[src/rtl/squared_distance_pkg.sv]
// Shared types and widths for the squared_distance stage.
// Default widths match the square-root unit's A input (8.4 format).
package squared_distance_pkg;

  localparam int SQDIST_IN_INT_B = 5;
  localparam int SQDIST_IN_FP_B  = 2;
  localparam int SQDIST_IN_B     = SQDIST_IN_INT_B + SQDIST_IN_FP_B;
  localparam int SQDIST_ACC_B    = 2 * SQDIST_IN_B;

  localparam int SQRT_A_INT_B = 8;
  localparam int SQRT_A_FP_B  = 4;
  localparam int SQRT_A_B     = SQRT_A_INT_B + SQRT_A_FP_B;

  typedef enum logic [1:0] {
    IDLE = 2'd0,
    LOAD = 2'd1,
    MUL  = 2'd2,
    DONE = 2'd3
  } SQDIST_STATE;

  // Bit-index width for a W-bit multiplier operand.
  function automatic int sqdist_idx_b(input int w);
    return (w > 1) ? $clog2(w) : 1;
  endfunction

endpackage

[src/rtl/squared_distance_serial_square.sv]
// Serial shift-add squarer: one multiplier bit per step.
// Holds one magnitude and its bit index; emits the partial product.
module squared_distance_serial_square
  import squared_distance_pkg::*;
#(
  parameter int W     = SQDIST_IN_B,
  parameter int ACC_B = 2 * W
) (
  input  logic             clk,
  input  logic             rst,
  input  logic             clear,
  input  logic             load,
  input  logic             step,
  input  logic [W-1:0]     mag_in,
  output logic [ACC_B-1:0] pp,
  output logic             last
);

  localparam int IB = sqdist_idx_b(W);

  logic [W-1:0]  mag;
  logic [IB-1:0] idx;

  assign last = (idx == IB'(W - 1));

  // Operand register and bit counter; a load restarts at bit 0.
  always_ff @(posedge clk or posedge rst) begin
    if (rst) begin
      mag <= '0;
      idx <= '0;
    end else if (clear) begin
      mag <= '0;
      idx <= '0;
    end else if (load) begin
      mag <= mag_in;
      idx <= '0;
    end else if (step) begin
      idx <= last ? '0 : idx + 1'b1;
    end
  end

  // Partial product: mag shifted by the current bit when that bit is set.
  always_comb begin
    pp = '0;
    if (mag[idx])
      pp = ACC_B'(mag) << idx;
  end

endmodule

[src/rtl/squared_distance.sv]
// Iterative dx^2+dy^2+dz^2 feeding the square-root unit's A input.
// Optional macro SQDIST_SATURATE_EN clamps Q to all ones on overflow.
module squared_distance
  import squared_distance_pkg::*;
#(
  parameter int IN_INT_B = SQDIST_IN_INT_B,
  parameter int IN_FP_B  = SQDIST_IN_FP_B,
  parameter int A_INT_B  = SQRT_A_INT_B,
  parameter int A_FP_B   = SQRT_A_FP_B,
  parameter int W        = IN_INT_B + IN_FP_B,
  parameter int ACC_B    = 2 * W,
  parameter int QW       = A_INT_B + A_FP_B
) (
  input  logic          clk,
  input  logic          rst,
  input  logic          start,
  input  logic [W-1:0]  dx,
  input  logic [W-1:0]  dy,
  input  logic [W-1:0]  dz,
  output logic          busy,
  output logic          out_valid,
  output logic [QW-1:0] Q
);

  SQDIST_STATE      state;
  logic [W-1:0]     d_r [3];
  logic [W-1:0]     mag1;
  logic [W-1:0]     mag2;
  logic [W-1:0]     abs_d [3];
  logic [1:0]       comp;
  logic [ACC_B-1:0] acc;
  logic [ACC_B-1:0] sum;
  logic [ACC_B-1:0] pp;
  logic             sq_last;
  logic             sq_load;
  logic             sq_step;
  logic             sq_clear;
  logic [W-1:0]     sq_mag;
  logic [QW-1:0]    q_trunc;
  logic [QW-1:0]    q_next;

  // Magnitudes of the captured operands; -2^(W-1) maps to 2^(W-1).
  always_comb begin
    for (int i = 0; i < 3; i++)
      abs_d[i] = d_r[i][W-1] ? (~d_r[i] + 1'b1) : d_r[i];
  end

  assign sum = acc + pp;

  // Squarer control: first operand in LOAD, next one on each wrap.
  always_comb begin
    sq_clear = (state == DONE);
    sq_step  = (state == MUL);
    sq_load  = (state == LOAD) ||
               ((state == MUL) && sq_last && (comp != 2'd2));
    sq_mag   = abs_d[0];
    if (state != LOAD)
      sq_mag = (comp == 2'd0) ? mag1 : mag2;
  end

  squared_distance_serial_square #(
    .W     (W),
    .ACC_B (ACC_B)
  ) u_sq (
    .clk    (clk),
    .rst    (rst),
    .clear  (sq_clear),
    .load   (sq_load),
    .step   (sq_step),
    .mag_in (sq_mag),
    .pp     (pp),
    .last   (sq_last)
  );

  generate
    if (ACC_B >= QW) begin : g_trunc
      assign q_trunc = sum[QW-1:0];
    end else begin : g_pad
      assign q_trunc = QW'(sum);
    end
  endgenerate

`ifdef SQDIST_SATURATE_EN
  logic sat_hit;

  generate
    if (ACC_B > QW) begin : g_sat
      assign sat_hit = |sum[ACC_B-1:QW];
    end else begin : g_nosat
      assign sat_hit = 1'b0;
    end
  endgenerate

  assign q_next = sat_hit ? '1 : q_trunc;
`else
  assign q_next = q_trunc;
`endif

  // Control FSM with registered busy, out_valid and Q.
  always_ff @(posedge clk or posedge rst) begin
    if (rst) begin
      state     <= IDLE;
      d_r[0]    <= '0;
      d_r[1]    <= '0;
      d_r[2]    <= '0;
      mag1      <= '0;
      mag2      <= '0;
      comp      <= '0;
      acc       <= '0;
      busy      <= 1'b0;
      out_valid <= 1'b0;
      Q         <= '0;
    end else begin
      out_valid <= 1'b0;
      unique case (state)
        IDLE: begin
          if (start) begin
            d_r[0] <= dx;
            d_r[1] <= dy;
            d_r[2] <= dz;
            busy   <= 1'b1;
            state  <= LOAD;
          end
        end
        LOAD: begin
          mag1  <= abs_d[1];
          mag2  <= abs_d[2];
          acc   <= '0;
          comp  <= '0;
          state <= MUL;
        end
        MUL: begin
          acc <= sum;
          if (sq_last) begin
            if (comp == 2'd2) begin
              Q         <= q_next;
              out_valid <= 1'b1;
              busy      <= 1'b0;
              state     <= DONE;
            end else begin
              comp <= comp + 2'd1;
            end
          end
        end
        DONE: begin
          state <= IDLE;
        end
        default: begin
          state <= IDLE;
        end
      endcase
    end
  end

endmodule

[config.mk]
export PLATFORM = sky130hd
export DESIGN_NAME = squared_distance
export DESIGN_NICKNAME = d
export VERILOG_FILES = /design/src/rtl/squared_distance_pkg.sv /design/src/rtl/squared_distance_serial_square.sv /design/src/rtl/squared_distance.sv
export SDC_FILE = /design/constraint.sdc
export NUM_CORES = 1
export LEC_CHECK = 0
export ABC_AREA = 1
export ABC_CLOCK_PERIOD_IN_PS = 2750
export BUFFER_PORTS_ARGS = -buffer_cell sky130_fd_sc_hd__buf_4
export CORE_MARGIN = 3
export CORE_UTILIZATION = 25
export DETAILED_ROUTE_END_ITERATION = 7
export PLACE_DENSITY_LB_ADDON = 0.1
export SLEW_MARGIN = 20
export SYNTH_ARGS = -nofsm -noshare
export SYNTH_HDL_FRONTEND = slang
export SYNTH_SLANG_ARGS = --single-unit
[constraint.sdc]
create_clock -name clk -period 2.75 [get_ports clk]
set_input_delay 0.1375 -clock clk [delete_from_list [all_inputs] [get_ports clk]]
set_output_delay 0.1375 -clock clk [all_outputs]
set_load 0.1 [all_outputs]
==> qor.yml, run 1 <==
core_mm2: 0.01664
drt_iter0_drc: 213
placed_cells: 817
die_h_um: 136.8
r2r_cells: 16
placementRows: 47
grt_usage: 0.1242
path_clk_slew_ps: 60
dr.pass1.iters: 4
power_w: 0.005240
hpwl_um: 8128
start_kind: "flip-flop"
grt_max_degree: 47
n_fill_cell: 1820
worstReg2RegStart: "u_sq.idx[0]"
required_ps: 2980
initial_utilization: 0.2570
period_minus_slack_ps: 2552
yosysMostFrequentCell: "nand2_1"
cts_made_buffers: 9
use_met3: 0.02831
cap_violations: 0
worstSkewPairLatency_ps: 340
reg2reg_to: "Q[9]"
power_density_mw_per_mm2: 999.8
netlist_area_mm2: 0.004278
finalWorstSetupSlack_ps: 198.1
worstHoldPathType: "primary input to flip-flop"
worst_setup_path_end_kind: "flip-flop"
status: "finished clean"
busiest_layer: "met2"
synth.area.top_cells: "dfrtp_1 (44%), nand2_1 (13%), inv_1 (6.6%)"
fin_area_mm2: 0.005241
gr-usage-met1: 0.1551
area_delta_synth_final_pct: 22.52
grtUsageMet2: 0.2119
arrival_ps: 2780
post-route-drc-count: 0
finalHoldViolCount: 0
slew_headroom: 0.5515
yosys_warnings: 0
grt_pass1_wl_um: 18370
routed_wl_um: 10780
tightestPinTransition_ps: 671.8
post-synth-top-area-fraction: 0.4387
synthFlopType: "dfrtp_1"
clock_skew_ps: 8.915
placed_cell_area_mm2: 0.004842
place_congestion: 0.8883
fin_cells: 835
die_w_um: 136.8
p_leak_nw: 2.714
finalCritPeriodShare: 0.9279
peakVddDrop_uv: 382.7
cts_sinks: 75
timing_worst_setup_path_type: "flip-flop to flip-flop"
grt_pass1_vias: 3744
r2r_setup_slack_ps: 200
numPortBuffers: 37
dr_total_vias: 3675
final-setup-viol-count: 0
synth_edf_count: 0
cts_tree: "done"
antennaDiodeCount: 0
ctsHtreeMaxLevel: 3
finish.utilization: 0.3149
crit_fanout: 6
synth_cell_type_count: 31
io_pins: 38
ys_seq_area_frac: 0.4387
overflow: 0
synth_common_cells: "nand2_1 (153), dfrtp_1 (75), inv_1 (75), o21ai_0 (53), nor2_1 (49)"
postSynthAreaPerCell_um2: 7.558
routedWlPerCell_um: 12.90
min_to: "d_r[10]"
synth_top_area_cell: "dfrtp_1"
fmax_mhz: 391.9
avgViaCountPerCell: 4.401
antenna_found_initial: 0
die-area_mm2: 0.01872
min_from: "dy[3]"
netlist_instances: 566
nets: 657
cts_root_buf: "clkbuf_16"
async_flop_share: 1.000
place_ws_ps: 110.0
clock_path_buffers: 2
maxSlewViolCount: 0
ant_nets: 0
layout-drive-gt1-share: 0.1398
syn-num-nets: 612
holdPathStages: 3
ys_ff_latch: 75
## cell families after synthesis
family,synth area share
adders and majority gates,0.06610
xor gates and xnor gates,0.02662
DFF,0.4387
buffers and inverters,0.08423
and+or+nand+nor,0.2442
AOI/OAI and AO/OA,0.1401
## metrics by stage
stage	TNS (ps)	hold slack, ps
2_1_floorplan	0	296.1
3_3_place_gp	0	288.7
6_report	0	39.28
3_5_place_dp	0	289.0
5_1_grt	-8.404	36.59
4_1_cts	0	29.11
## what timing repair did
action                                  4_1_cts  5_1_grt
hold buffers                                  1        0
endpoints found under the hold margin        29        0
buffers inserted                              0        2
gates resized for setup                       0       18
endpoints found under the setup margin        0       16
## cell usage in the layout (no fill, tap or decap), types with 2 or more instances in the layout
| cell type | Yosys | routed |
|---|---|---|
| a21oi_1 | 39 | 36 |
| a21oi_2 | 0 | 3 |
| a22o_1 | 4 | 4 |
| a31oi_1 | 3 | 3 |
| buf_4 | 0 | 46 |
| clkbuf_16 | 0 | 9 |
| clkinvlp_4 | 0 | 3 |
| dfrtp_1 | 75 | 74 |
| ha_1 | 21 | 17 |
| ha_4 | 0 | 4 |
| inv_1 | 75 | 74 |
| inv_2 | 1 | 2 |
| nand2_1 | 153 | 152 |
| nand2_2 | 1 | 2 |
| nand3_1 | 34 | 34 |
| nand3b_1 | 2 | 2 |
| nand4_1 | 4 | 4 |
| nor2_1 | 49 | 46 |
| nor2_2 | 0 | 3 |
| nor3_1 | 6 | 6 |
| o211ai_1 | 2 | 2 |
| o21ai_0 | 53 | 49 |
| o21ai_1 | 0 | 3 |
| o21ai_2 | 2 | 3 |
| o22ai_1 | 6 | 6 |
| or2_2 | 2 | 2 |
| xnor2_1 | 3 | 3 |
| xor2_1 | 10 | 10 |
## worst max-delay path, cell delays in order (launching register included)
cell	delay, ps
dfrtp_2	440
clkbuf_2	150
buf_4	150
o21ai_1	190
nand2_1	70
o21ai_0	120
nand2_1	90
inv_1	70
ha_1	260
a21oi_1	170
nand2_1	160
nand2_1	100
nand2_1	90
nand2_1	100
nand3_1	100
nand3_1	130
nand2_1	60
## per-layer routing
| metal | part of all wire | up-vias |
|---|---|---|
| met2 | 0.49 | 47 |
| met3 | 0.031 | 12 |
| met4 | 0.017 | 0 |
| met1 | 0.46 | 1703 |
| met5 | 0 | - |
| li1 | - | 1913 |
## worst max path at each step
stage                     start       to  depth (start not counted)
finish              u_sq.idx[0]     Q[9]                         16
global route        u_sq.idx[0]     Q[5]                         14
CTS                 u_sq.idx[0]  acc[10]                         16
detailed placement  u_sq.idx[0]    Q[10]                         16
global placement    u_sq.idx[0]     Q[6]                         14
floorplan           u_sq.idx[1]     Q[6]                         15
## final cells by class
class | instances | area, um2 | area share
multi-input combinational | 399 | 2116 | 0.4037
sequential | 75 | 1878 | 0.3583
timing repair buffer | 49 | 380.4 | 0.07257
inverter | 77 | 291.5 | 0.05562
tap | 220 | 275.3 | 0.05252
clock buffer | 10 | 239.0 | 0.04560
clock inverter | 5 | 61.31 | 0.01170
## state kept, by name (all words and copies together), names as in the netlist, 2 cells and up
signal and cells:
acc 12, mag1 7, u_sq.idx 3, comp 2
u_sq.mag 7, state 2, d_r 21, mag2 7
Q 12
## power breakdown
group | switching [W] | total (W) | internal [W]
logic | 0.00150 | 0.00230 | 0.000809
clock network | 0.000496 | 0.00122 | 0.000726
registers | 0.000253 | 0.00171 | 0.00146
total | 0.00225 | 0.00524 | 0.00300
(Power assumes the default switching activity.)
==> run 2, diff against run 1 <==
--- a/config.mk
+++ b/config.mk
@@ -6,13 +6,12 @@
 export NUM_CORES = 1
 export LEC_CHECK = 0
 export ABC_AREA = 1
-export ABC_CLOCK_PERIOD_IN_PS = 2750
+export ABC_CLOCK_PERIOD_IN_PS = 2480
 export BUFFER_PORTS_ARGS = -buffer_cell sky130_fd_sc_hd__buf_4
 export CORE_MARGIN = 3
 export CORE_UTILIZATION = 25
 export DETAILED_ROUTE_END_ITERATION = 7
 export PLACE_DENSITY_LB_ADDON = 0.1
-export SLEW_MARGIN = 20
 export SYNTH_ARGS = -nofsm -noshare
 export SYNTH_HDL_FRONTEND = slang
 export SYNTH_SLANG_ARGS = --single-unit
==> constraint.sdc (replaced) <==
create_clock -name clk -period 2.48 [get_ports clk]
set_input_delay 0.124 -clock clk [delete_from_list [all_inputs] [get_ports clk]]
set_output_delay 0.124 -clock clk [all_outputs]
set_load 0.1 [all_outputs]
==> run 2 against run 1 <==
Effect of this change: clock skew down 2.3 ps; critical path depth down 1; sequential cell count unchanged; largest power group unchanged; routed wire length up 7.9%; maximum frequency is 8.8% higher.
==> qor.yml, run 2 (synthesis gave the netlist of run 1 again) <==
status: "finished clean"
grt_usage: 0.1317
final_common_cell: "nand2_1"
critical_path.slowest_cell: "dfrtp_2"
placementRows: 47
crit_fanout: 7
worstSkewPairLatency_ps: 350
routedWlPerCell_um: 13.45
worst_setup_path_end_kind: "flip-flop"
peakVddDrop_uv: 450.4
r2r_cells: 15
routed_wl_um: 11630
post-route-drc-count: 0
slew_headroom: 0.4610
regMostFlops: "d_r"
top_regs: "d_r (21), Q (12), acc (12)"
layout_common_cells: "nand2_1 (141), buf_4 (75), dfrtp_1 (74)"
required_ps: 2720
fin_area_mm2: 0.005659
min_to: "d_r[10]"
crit_family: "simple AND/OR/NAND/NOR gates"
dr.pass1.iters: 4
antenna_found_initial: 0
core_mm2: 0.01664
placed_cell_area_mm2: 0.005010
final-setup-viol-count: 0
avgViaCountPerCell: 4.429
n_fill_cell: 1809
clock_skew_ps: 6.652
p_leak_nw: 2.883
start_kind: "flip-flop"
maxSlewViolCount: 0
place_ws_ps: -144.0
antennaDiodeCount: 0
reg2reg_to: "Q[9]"
fin_tns_setup_ps: 0
cts_root_buf: "clkbuf_16"
timing_worst_setup_path_type: "flip-flop to flip-flop"
numPortBuffers: 37
cts_tree: "done"
largest_register_ffs: 21
overflow: 0
finalHoldViolCount: 0
fmax_mhz: 426.5
cap_violations: 0
layout-drive-gt1-share: 0.2407
nets: 685
area_delta_synth_final_pct: 32.29
period_minus_slack_ps: 2345
finalCritPeriodShare: 0.9454
crit_chain: "buf_4 -> o21ai_1 -> nand2_1 -> o21ai_1 -> nand2_1 -> inv_1 -> ha_4 -> a21oi_2 -> nand2_2 -> nand2_1 -> nand2_2 -> nand2_1 -> nand3_1 -> nand3_2 -> nand2_1"
path_clk_slew_ps: 60
ctsHtreeMaxLevel: 3
worst-path-buf-inv: 2
power_density_mw_per_mm2: 1119
worstReg2RegStart: "u_sq.idx[0]"
max_stage_delay_ps: 450
dr_total_vias: 3827
initial_utilization: 0.2570
timing.hold.ws_ps: 14.92
cpMostUsedCell: "nand2_1"
die-area_mm2: 0.01872
tightestPinTransition_ps: 807.3
die_w_um: 136.8
place_congestion: 0.8374
hpwl_um: 8570
worstHoldPathType: "primary input to flip-flop"
arrival_ps: 2580
io_pins: 38
clock_path_buffers: 2
min_from: "dy[3]"
r2r_setup_slack_ps: 140
die_h_um: 136.8
finalWorstSetupSlack_ps: 135.4
grt_pass1_vias: 3882
cts_sinks: 75
grt_pass1_wl_um: 19220
grt_max_degree: 43
holdPathStages: 3
ant_nets: 0
drt_iter0_drc: 119
cts_made_buffers: 9
==> run 2: how the worst max path moves through the flow <==
stage	from	endpoint	slack, ps	cells after the start
after global placement	u_sq.idx[0]	Q[6]	-170	14
after floorplan	u_sq.idx[1]	Q[6]	100	15
after detailed placement	u_sq.idx[0]	Q[7]	-140	18
final	u_sq.idx[0]	Q[9]	140	15
after global routing	u_sq.idx[0]	acc[7]	-10	18
after CTS	u_sq.idx[0]	acc[5]	-20	14
==> run 2: area by class of cell <==
| type | instances | area [um2] | area share |
|---|---|---|---|
| timing repair buffer | 77 | 584.3 | 0.1032 |
| inverter | 77 | 291.5 | 0.05151 |
| tap | 220 | 275.3 | 0.04864 |
| clock inverter | 6 | 66.31 | 0.01172 |
| clock buffer | 10 | 229.0 | 0.04046 |
| sequential | 75 | 1878 | 0.3319 |
| multi-input combinational | 399 | 2335 | 0.4126 |
==> run 2: layer usage <==
layer / vias up / part of all wire / GRT usage
met2: 35 / 0.50 / 0.2245
met5: - / 0 / 0
met1: 1809 / 0.46 / 0.1621
li1: 1970 / - / -
met3: 13 / 0.022 / 0.02500
met4: 0 / 0.018 / 0.05710
==> run 2: where the power goes <==
group | internal [W] | leakage [nW] | total [W] | switching, W
registers | 0.00162 | 0.945 | 0.00192 | 0.000300
clock network | 0.000779 | 0.135 | 0.00133 | 0.000551
logic | 0.00119 | 1.80 | 0.00308 | 0.00189
==> run 2: timing repair <==
item                                    CTS  global route
buffers inserted                          4             2
endpoints found under the setup margin   18            18
hold buffers                              1             0
pin swaps                                 3            16
hold endpoints to repair                 35             0
resized for setup                        16            65
cloned                                    0             0
==> run 2: worst reg2reg max path, cell delays in order, from the launching register on <==
cell and delay [ps]:
dfrtp_2 450, buf_4 150, o21ai_1 240, nand2_1 90, o21ai_1 130, nand2_1 70
inv_1 90, ha_4 220, a21oi_2 150, nand2_2 100, nand2_1 90, nand2_2 80
nand2_1 110, nand3_1 120, nand3_2 110, nand2_1 50
==> run 2: metrics by stage <==
stage | util | total power, W | std cells
after floorplan | - | 0.003683 | 566
after global placement | 0.3010 | 0.004605 | 841
after detailed placement | 0.3010 | 0.004614 | 841
after CTS | 0.3237 | 0.006106 | 862
after global routing | 0.3401 | 0.006905 | 864
final | 0.3401 | 0.006330 | 864
==> run 3, diff against run 2 <==
--- a/config.mk
+++ b/config.mk
@@ -10,6 +10,7 @@
 export BUFFER_PORTS_ARGS = -buffer_cell sky130_fd_sc_hd__buf_4
 export CORE_MARGIN = 3
 export CORE_UTILIZATION = 25
+export CTS_BUF_LIST = sky130_fd_sc_hd__clkbuf_2 sky130_fd_sc_hd__clkbuf_4 sky130_fd_sc_hd__clkbuf_8
 export DETAILED_ROUTE_END_ITERATION = 7
 export PLACE_DENSITY_LB_ADDON = 0.1
 export SYNTH_ARGS = -nofsm -noshare
==> run 3 against run 2 <==
Effect of this change: non-clock buffer count grew 19; clock skew about the same; via count rose by 1.7%; die area is the same; sequential share of layout area decreased by 0.61 points; maximum frequency fell by 0.54%; worst setup slack got worse by 13 ps; sequential power about the same; register-to-register slack about the same; critical path depth is 2 higher; largest power group unchanged.
==> qor.yml, run 3 (synthesis gave the netlist of run 1 again) <==
gr-usage-met1: 0.1628
clkPwrFrac: 0.165
routed_wl_um: 11710
placementRows: 47
layout_common_cells: "nand2_1 (140), dfrtp_1 (74), buf_4 (74)"
grt_pass1_vias: 3928
slew_headroom: 0.4611
die-area_mm2: 0.01872
grt_usage: 0.1317
routedWlPerCell_um: 13.27
netSwitchingFraction: 0.4511
hpwl_um: 8570
overflow: 0
place_ws_ps: -144.0
start_kind: "flip-flop"
use_met3: 0.02831
tightestPinTransition_ps: 807.1
status: "finished clean"
area_delta_synth_final_pct: 34.75
combPwrFrac: 0.515
path_clk_slew_ps: 80
antennaDiodeCount: 0
worstHoldPathType: "primary input to flip-flop"
regMostFlops: "d_r"
largest_register_ffs: 21
ctsHtreeMaxLevel: 3
avgViaCountPerCell: 4.407
drt_iter0_drc: 134
fin_area_mm2: 0.005764
peakVddDrop_uv: 362.7
p_leak_nw: 2.919
period_minus_slack_ps: 2357
cts_made_buffers: 9
core_mm2: 0.01664
finish.utilization: 0.3464
numPortBuffers: 37
die_w_um: 136.8
dr_total_vias: 3891
dr.pass1.iters: 4
fmax_mhz: 424.2
worstSkewPairLatency_ps: 370
switchingPower_w: 0.002705
arrival_ps: 2620
ant_nets: 0
pwr-share-seq: 0.319
finalWorstSetupSlack_ps: 122.7
power_w: 0.005997
initial_utilization: 0.2570
layout-drive-gt1-share: 0.2413
place_congestion: 0.8374
top_regs: "d_r (21), Q (12), acc (12)"
cts_root_buf: "clkbuf_8"
finalCritPeriodShare: 0.9505
placed_cell_area_mm2: 0.005010
worst_setup_path_end_kind: "flip-flop"
clock_path_buffers: 2
p_int_w: 0.003292
cap_violations: 0
post-route-drc-count: 0
crit_fanout: 7
nets: 704
clock_skew_ps: 7.013
grt_max_degree: 43
cts_tree: "done"
fin_tns_setup_ps: 0
final_common_cell: "nand2_1"
io_pins: 38
maxSlewViolCount: 0
die_h_um: 136.8
cts_sinks: 75
final-setup-viol-count: 0
busiest_layer: "met2"
timing_worst_setup_path_type: "flip-flop to flip-flop"
grtUsageMet2: 0.2270
grt_pass1_wl_um: 19360
antenna_found_initial: 0
required_ps: 2750
finalHoldViolCount: 0
power_density_mw_per_mm2: 1040
==> run 3: changes by cell type in the layout (fill, tap and decap cells not counted), moves of 2 or more <==
cell           before  now
inv_2               6    8
inv_1              70   68
clkbuf_8            0    9
clkbuf_16           9    0
dlygate4sd3_1       1   21
==> run 3: path summary, 6_finish.rpt <==
path	start	to	slack (ps)	cells after the start
setup / recovery	u_sq.idx[0]	Q[9]	120	17
hold / removal	dx[1]	d_r[15]	20	3
setup reg to reg	u_sq.idx[0]	Q[9]	120	17
hold reg to reg	Q[8]	Q[8]	490	2
max in group asynchronous	rst	u_sq.idx[0]	1190	4
min in group asynchronous	rst	d_r[3]	450	3
==> run 3: through the flow <==
stage	instances	hold slack, ps
2_1_floorplan	566	282.6
3_3_place_gp	841	339.3
3_5_place_dp	841	353.8
4_1_cts	881	7.263
5_1_grt	883	2.884
6_report	883	18.29
==> run 3: repair_timing <==
action,4_1_cts,5_1_grt
cloned,0,0
hold buffers,21,0
buffers inserted,3,2
endpoints found under the setup margin,18,18
hold endpoints to repair,55,0
pin swaps,3,16
gates resized for setup,18,67
==> run 3: layout make-up <==
type	count	area, um2
clock buffer	10	131.4
sequential	75	1878
fill	1805	10880
clock inverter	6	66.31
inverter	77	291.5
multi-input combinational	399	2345
tap	220	275.3
timing repair buffer	96	777.0
==> run 3: power groups by stage <==
stage	Clock (W)	Combinational [W]	Sequential [W]
final	0.000991	0.00309	0.00192
after global routing	0.00108	0.00351	0.00197
after global placement	0	0.00268	0.00192
after floorplan	0	0.00180	0.00188
after CTS	0.00103	0.00284	0.00190
after detailed placement	0	0.00269	0.00192
==> run 3: layer usage <==
layer	part of all wire	vias to the layer above
met5	0	-
met4	0.018	0
met3	0.024	14
met2	0.50	37
met1	0.46	1836
li1	-	2004
==> run 3: worst max-delay path: stages, from the launching register on <==
cell and delay (ps):
dfrtp_2 440, buf_6 170, nor2_4 60, nor2_4 140, nor2_4 60, nor2_4 140
nor2_1 60, o21ai_1 110, inv_1 100, ha_4 290, nand2_1 90, buf_4 140
nor2_1 80, nand2_1 100, nand2_1 70, nand2_1 70, nand3_2 80, nand2_1 50
